[config.mk]
export PLATFORM = sky130hd
export DESIGN_NAME = ripple_carry_adder
export DESIGN_NICKNAME = d
export VERILOG_FILES = /design/src/rtl/ripple_carry_adder_pkg.sv /design/src/rtl/ripple_carry_adder_full_adder.sv /design/src/rtl/ripple_carry_adder.sv
export SDC_FILE = /design/constraint.sdc
export NUM_CORES = 1
export LEC_CHECK = 0
export BUFFER_PORTS_ARGS = -buffer_cell sky130_fd_sc_hd__buf_4
export CAP_MARGIN = 20
export CORE_AREA = 2 2 39 41
export CTS_BUF_LIST = sky130_fd_sc_hd__clkbuf_8 sky130_fd_sc_hd__clkbuf_16
export DETAILED_ROUTE_END_ITERATION = 12
export DIE_AREA = 0 0 41 43
export GPL_TIMING_DRIVEN = 1
export HOLD_SLACK_MARGIN = 0.03
export PLACE_DENSITY = 0.58
export SLEW_MARGIN = 40
export SYNTH_ARGS = -nofsm -noshare
export SYNTH_HDL_FRONTEND = slang
export SYNTH_SLANG_ARGS = --single-unit
[constraint.sdc]
create_clock -name clk -period 0.8 [get_ports clk]
set_input_delay 0.04 -clock clk [delete_from_list [all_inputs] [get_ports clk]]
set_output_delay 0.04 -clock clk [all_outputs]
set_load 0.03 [all_outputs]
[src/rtl/ripple_carry_adder_pkg.sv]
// Shared helpers for the ripple-carry adder slice.
package ripple_carry_adder_pkg;

    // A WIDTH-bit add with carry-in produces WIDTH+1 result bits.
    function automatic int unsigned rca_result_width(input int unsigned width);
        return width + 1;
    endfunction

endpackage

[src/rtl/ripple_carry_adder_full_adder.sv]
// Single-bit full adder, purely combinational.
module rca_full_adder (
    input  logic a,
    input  logic b,
    input  logic cin,
    output logic s,
    output logic cout
);

    logic p;

    assign p    = a ^ b;
    assign s    = p ^ cin;
    assign cout = (a & b) | (cin & p);

endmodule

[src/rtl/ripple_carry_adder.sv]
// Parameterized ripple-carry adder built from a full-adder chain,
// with a registered sum/c_out/out_valid stage.
module ripple_carry_adder
    import ripple_carry_adder_pkg::*;
#(
    parameter int unsigned WIDTH = 4
) (
    input  logic             clk,
    input  logic             rst_n,
    input  logic             in_valid,
    input  logic [WIDTH-1:0] a,
    input  logic [WIDTH-1:0] b,
    input  logic             c_in,
    output logic [WIDTH-1:0] sum,
    output logic             c_out,
    output logic             out_valid
);

    logic [rca_result_width(WIDTH)-1:0] carry;
    logic [WIDTH-1:0]                   s_core;

    assign carry[0] = c_in;

    for (genvar i = 0; i < WIDTH; i++) begin : g_bit
        rca_full_adder u_fa (
            .a    (a[i]),
            .b    (b[i]),
            .cin  (carry[i]),
            .s    (s_core[i]),
            .cout (carry[i+1])
        );
    end

    // Result registers only load on valid input; out_valid tracks in_valid.
    always_ff @(posedge clk or negedge rst_n) begin
        if (!rst_n) begin
            sum       <= '0;
            c_out     <= 1'b0;
            out_valid <= 1'b0;
        end else if (in_valid) begin
            sum       <= s_core;
            c_out     <= carry[WIDTH];
            out_valid <= 1'b1;
        end else begin
            out_valid <= 1'b0;
        end
    end

endmodule

==> results of run 1 <==
==> cell families (layout without fill, tap and decap cells) <==
kind of cell,Yosys count,after routing,synth area share [%]
compound gates,2,2,3.04
fa+ha+maj,4,4,24.3
buf+inv,9,32,12.5
flops,6,6,45.6
mux,3,3,12.2
simple gates,2,2,2.28
==> registers in the layout, indices dropped and copies added, names as in the netlist <==
register   cells
c_out          1
out_valid      1
sum            4
==> area by class of cell <==
type / count / area share, %
Inverter: 8 / 6.75
Clock buffer: 3 / 6.96
Timing Repair Buffer: 21 / 33.1
Tap cell: 16 / 3.38
Multi-Input combinational cell: 11 / 24.5
Sequential cell: 6 / 25.3
==> placed cells by master (no fill, tap or decap), drive strengths merged <==
master	netlist	routed
a21oi	2	2
buf	1	19
clkbuf	0	3
dfrtp	6	6
dlygate4sd3	0	2
fa	4	4
inv	8	8
mux2	2	2
mux2i	1	1
nor2	2	2
==> power groups by stage <==
stage               logic [uW]  clock network (uW)  registers [uW]
floorplan                  109                   0             487
global placement           359                   0             386
detailed placement         370                   0             389
CTS                        411                 451             394
global route               460                 473             398
finish                     429                 440             391
==> cell usage after synthesis <==
cell	count
inv_1	8
dfrtp_1	6
fa_1	4
a21oi_1	2
mux2_4	2
nor2_1	2
buf_6	1
mux2i_1	1
==> path summary, 6_finish.rpt <==
kind,from,end,slack [ns]
min in group asynchronous,rst_n,sum[0],0.16
max,a[0],sum[3],-0.72
min,in_valid,sum[3],0.08
max reg2reg,sum[2],sum[2],0.02
max in group asynchronous,rst_n,out_valid,0.53
min reg2reg,sum[3],sum[3],0.52
==> stage by stage <==
step | hold slack, ns | cell area (um2)
after global routing | 0.0860 | 593
after detailed placement | -0.151 | 480
after floorplan | -0.256 | 344
final | 0.0788 | 593
after global placement | -0.151 | 480
after CTS | 0.0793 | 572
==> layer usage <==
layer,vias up,track usage (%),routed length (um)
met5,-,0,0
met4,0,10.0,15
met3,2,2.09,70
met2,18,10.6,325
met1,115,8.67,206
li1,120,-,-
==> what timing repair did <==
item,CTS,global route
endpoints found under the setup margin,8,9
hold buffers,2,0
endpoints found under the hold margin,7,0
buffers inserted,0,2
resized for setup,10,2
pin swaps,0,0
==> summary.md, run 1 <==
| Metric | Value |
|---|---|
| Switching fraction of total power | 28.1% |
| Post-Layout Cell Count | 65 |
| First-pass detailed-route iteration total | 2 |
| Net Switching | 354 uW |
| Most frequent CP cell | fa_2 |
| Avg Inst Size Synth | 12.7 um2 |
| Antenna-violating nets left | 0 |
| Die width | between 40 and 50 um |
| Worst setup SP type | input pin |
| CTS Sinks | 6 |
| Synth Register Bits | 6 |
| Max Fanout on Critical Path | 1 |
| Clock buffer count from CTS | 3 |
| Crit-path slowest cell | fa_1 |
| First-pass GRT wire length | between 800 and 900 um |
| Core Region | 1380 um2 |
| Initial antenna violation count | 0 |
| Total gr overflow | 0 |
| Syn Nets | between 40 and 50 |
| 1st-iter DRT viols | 2 |
| Die ar. | 1760 um2 |
| DRC Markers | 0 |
| Delay-heaviest family, CP | adder cells |
| Final Util | 42.9% |
| Top cells by area, synth | dfrtp_1 46%, fa_1 24%, inv_1 9.1%, mux2_4 9.1%, buf_6 3.4% |
| Reg power frac | between 30% and 40% |
| Area of the multi-input gates | 145 um2 |
| Clk pwr share | roughly a third |
| Largest net degree at the start of global routing | 9 |
| Hpwl dp | between 500 and 600 um |
| Gr usage total | 8.02% |
| CP Buf/Inv Count | 4 |
| Layout Area Growth over Synthesis | 80.2% |
| Setup crit end kind | flip-flop |
| GPL Wtd Cong | 0.597 |
| Synth top area share | a little under half |
| Vias in the first global route | between 200 and 250 |
| Max incr delay on CP | around 0.40 ns |
| Routed WL per cell | ~9.5 um |
| Sequential Area | 150 um2 |
| Dpl ws | -0.993 ns |
| Vias per cell | approximately 3.9 |
| Worst slew margin | slightly above 90% |
| Failing checks | negative setup slack |
| Worst path arrival time | about 1.7 ns |
| Crit path cell chain | buf_8, inv_8, fa_2, inv_2, fa_2, fa_2, inv_2, fa_1, a21oi_1 |
| Number of max-slew violations in the final report | 0 |
| Die height | 43 um |
| Critical path class | in -> reg |
| Hold Crit Class | in -> reg |
| Clock latency on the worst-skew pair | between 0.2 and 0.25 ns |
| Initial core utilization | 23.8% |
| Nets | 67 |
| Critical path depth | 9 |
| Post-synthesis cell type count | 8 |
| Top cell type by total area after synthesis | dfrtp_1 |
| Clk root buf | clkbuf_8 |
| Fill cell count | 136 |
| Leak | 0.000296 uW |
| Max cap viols | 0 |
| Post-synthesis cell area | 329 um2 |
| Clk slew on worst S/H paths | 0.03 ns |
| Post-route minimum period | 1.52 ns |
| Worst Skew | 0 ns |
| Gate power share | 34.0% |
| Final worst setup slack | -0.719 ns |
| Peak supply drop | 0.518 mV |
| Outcome | finished with violations |
| Fin crit share | 190% |
| Final hold vios | 0 |
| Layout cells sized above 1 | 65.3% |
| Port Buffer Count | 17 |
| Total vias in the final route | 255 |
| Unrepaired setup endpoints after global routing | yes |
| Max Freq | 0.658 GHz |
| Final setup fails | 4 |
| PwrDens | 2120 nW/um2 |
| Core Rows | 14 |
| IO Count | 18 |
| Worst slew pin tran | 0.110 ns |
| Placed cell count | 58 |
| WHS Path Cells | 2 |
| Sequential-to-total area share from yosys stat | between 40 and 50% |
| Worst Path Required | 0.94 ns |
| CTS Buffer Depth | 2 |
| YS warnings | 0 |
| Power Internal | 905 uW |
| CTS tree | done |
| Post-Syn Instances | 26 |
| # H-tree levels | 1 |
| Drt total wl | 617 um |
| N_diodes | 0 |
| Final Power | 1260 uW |
| R2R cell count | 1 |
| Setup TNS | -2.15 ns |
No activity file was read; power rests on OpenSTA's default activity.
==> inputs of run 2 (changes only) <==
--- a/config.mk
+++ b/config.mk
@@ -8,12 +8,12 @@
 export BUFFER_PORTS_ARGS = -buffer_cell sky130_fd_sc_hd__buf_4
 export CAP_MARGIN = 20
 export CORE_AREA = 2 2 39 41
-export CTS_BUF_LIST = sky130_fd_sc_hd__clkbuf_8 sky130_fd_sc_hd__clkbuf_16
+export CTS_BUF_LIST = sky130_fd_sc_hd__clkbuf_2 sky130_fd_sc_hd__clkbuf_4 sky130_fd_sc_hd__clkbuf_8
 export DETAILED_ROUTE_END_ITERATION = 12
 export DIE_AREA = 0 0 41 43
 export GPL_TIMING_DRIVEN = 1
-export HOLD_SLACK_MARGIN = 0.03
-export PLACE_DENSITY = 0.58
+export HOLD_SLACK_MARGIN = 0.12
+export PLACE_DENSITY = 0.57
 export SLEW_MARGIN = 40
 export SYNTH_ARGS = -nofsm -noshare
 export SYNTH_HDL_FRONTEND = slang
==> constraint.sdc (replaced) <==
create_clock -name clk -period 1.6 [get_ports clk]
set_input_delay 0.08 -clock clk [delete_from_list [all_inputs] [get_ports clk]]
set_output_delay 0.08 -clock clk [all_outputs]
set_load 0.03 [all_outputs]
==> summary.md, run 2 (synthesis results as in run 1) <==
| Metric | Value |
|---|---|
| Outcome | completed |
| Unrepaired setup endpoints after global routing | yes |
| Vias in the first global route | 269 |
| First-pass GRT wire length | 1010 um |
| Commonest non-fill, non-tap cells in the layout | 14 x buf_4, 6 x dfrtp_1 |
| Placed inst area | 470 um2 |
| Worst setup SP type | input pin |
| Reg2reg start | sum[1] |
| Hold Crit Class | in -> async |
| Number of max-slew violations in the final report | 0 |
| Layout cells sized above 1 | 63.8% |
| Clk root buf | clkbuf_4 |
| Final Util | between 30% and 40% |
| DRC Markers | 0 |
| Post-Layout Cell Count | 63 |
| Core Region | 1380 um2 |
| Drt total wl | 572 um |
| Gr usage total | 9.13% |
| CTS tree | done |
| Worst slew pin tran | roughly 0.11 ns |
| Routed WL per cell | 9.08 um |
| CTS Buffer Depth | 2 |
| Die ar. | 1760 um2 |
| Critical path class | in -> reg |
| Reg2reg end | sum[1] |
| Post-route minimum period | 1.54 ns |
| Vias per cell | 3.76 |
| Worst Path Required | between 1.5 and 2 ns |
| Fin crit share | between 90% and 100% |
| Largest net degree at the start of global routing | 9 |
| Clk slew on worst S/H paths | 0.05 ns |
| Core Rows | 14 |
| Die width | around 41 um |
| Total gr overflow | 0 |
| CTS Sinks | 6 |
| Layout Area Growth over Synthesis | 61.6% |
| Die height | approximately 43 um |
| Max cap viols | 0 |
| IO Count | 18 |
| Leak | about 0.00027 uW |
| Initial core utilization | 23.8% |
| Max Fanout on Critical Path | 1 |
| R2R cell count | 1 |
| Port Buffer Count | 17 |
| Worst path arrival time | 1.71 ns |
| Setup crit end kind | flip-flop |
| Met1 usage | 12.6% |
| Initial antenna violation count | 0 |
| Hpwl dp | 476 um |
| Final setup fails | 0 |
| Dpl ws | -0.246 ns |
| PwrDens | between 900 and 1000 nW/um2 |
| Max Freq | around 0.65 GHz |
| # H-tree levels | 1 |
| Fill cell count | 127 |
| Post-route cell area | roughly 530 um2 |
| Commonest non-fill, non-tap cell in the layout | buf_4 |
| Worst Skew | 0 ns |
| N_diodes | 0 |
| Largest registers | sum: 4 flops, c_out: 1 flops, out_valid: 1 flops |
| Peak supply drop | 0.444 mV |
| Max reg flops | 4 |
| Nets | 65 |
| Met2 GRT Util | 10.6% |
| Worst slew margin | 92.3% |
| First-pass detailed-route iteration total | 1 |
| Placed cell count | 58 |
| Total vias in the final route | 237 |
| Antenna-violating nets left | 0 |
| GPL Wtd Cong | about 0.57 |
| Final worst setup slack | 0.0559 ns |
| 1st-iter DRT viols | 0 |
| Clock latency on the worst-skew pair | 0.23 ns |
| Clock buffer count from CTS | 3 |
| Final hold vios | 0 |
| Reg-to-reg slack, setup | around 0.84 ns |
| Grt peak-use layer | met1 |
| GRT met3 Usage | 4.71% |
| Biggest register | sum |
run 2: cell types whose count changed in the layout (fill, tap and decap cells not counted), sizes merged:
cell	before	now
buf	19	17
run 2: worst max-delay path by stage:
| stage | start | slack (ns) | endpoint |
|---|---|---|---|
| after global placement | a[0] | -0.21 | sum[3] |
| after CTS | a[0] | 0.03 | sum[3] |
| after global routing | a[0] | -0.01 | sum[3] |
| final | a[0] | 0.06 | sum[3] |
| after detailed placement | a[0] | -0.25 | sum[3] |
| after floorplan | a[0] | -0.04 | sum[3] |
run 2: critical path, cell delays in order:
cell	delay, ns
buf_6	0.09
inv_4	0.04
fa_2	0.19
inv_2	0.04
fa_2	0.33
fa_2	0.34
inv_2	0.06
fa_1	0.40
a21oi_1	0.14
run 2: where the power goes:
group	leakage (uW)	internal [uW]	switching (uW)
Clock	0.0000138	84.5	49.5
Combinational	0.000187	89.4	96.1
Sequential	0.0000689	178	14.8
run 2: cell type report:
class                           count  area, um2  area share [%]
Clock buffer                        3       22.5            4.24
Inverter                            8       35.0            6.59
Multi-Input combinational cell     11        145            27.3
Sequential cell                     6        150            28.2
Tap cell                           16       20.0            3.76
Timing Repair Buffer               19        159            29.9
run 2: layer usage:
layer | vias to the layer above | wire (um)
li1 | 116 | -
met1 | 108 | 269
met2 | 13 | 246
met3 | 0 | 56
met4 | 0 | 0
met5 | - | 0
run 2: metrics by stage:
| stage | setup TNS (ns) | hold WS, ns | total power (uW) |
|---|---|---|---|
| 6_report | 0 | 0.195 | 512 |
| 5_1_grt | -0.0147 | 0.205 | 549 |
| 4_1_cts | 0 | 0.185 | 519 |
| 3_5_place_dp | -0.438 | -0.107 | 371 |
| 3_3_place_gp | -0.342 | -0.110 | 369 |
| 2_1_floorplan | -0.0391 | -0.216 | 296 |
run 2: repair_timing:
item / CTS / global route
resized for setup: 0 / 11
setup buffers: 0 / 0
hold buffers: 2 / 0
hold endpoints to repair: 10 / 0
setup endpoints to repair: 0 / 1
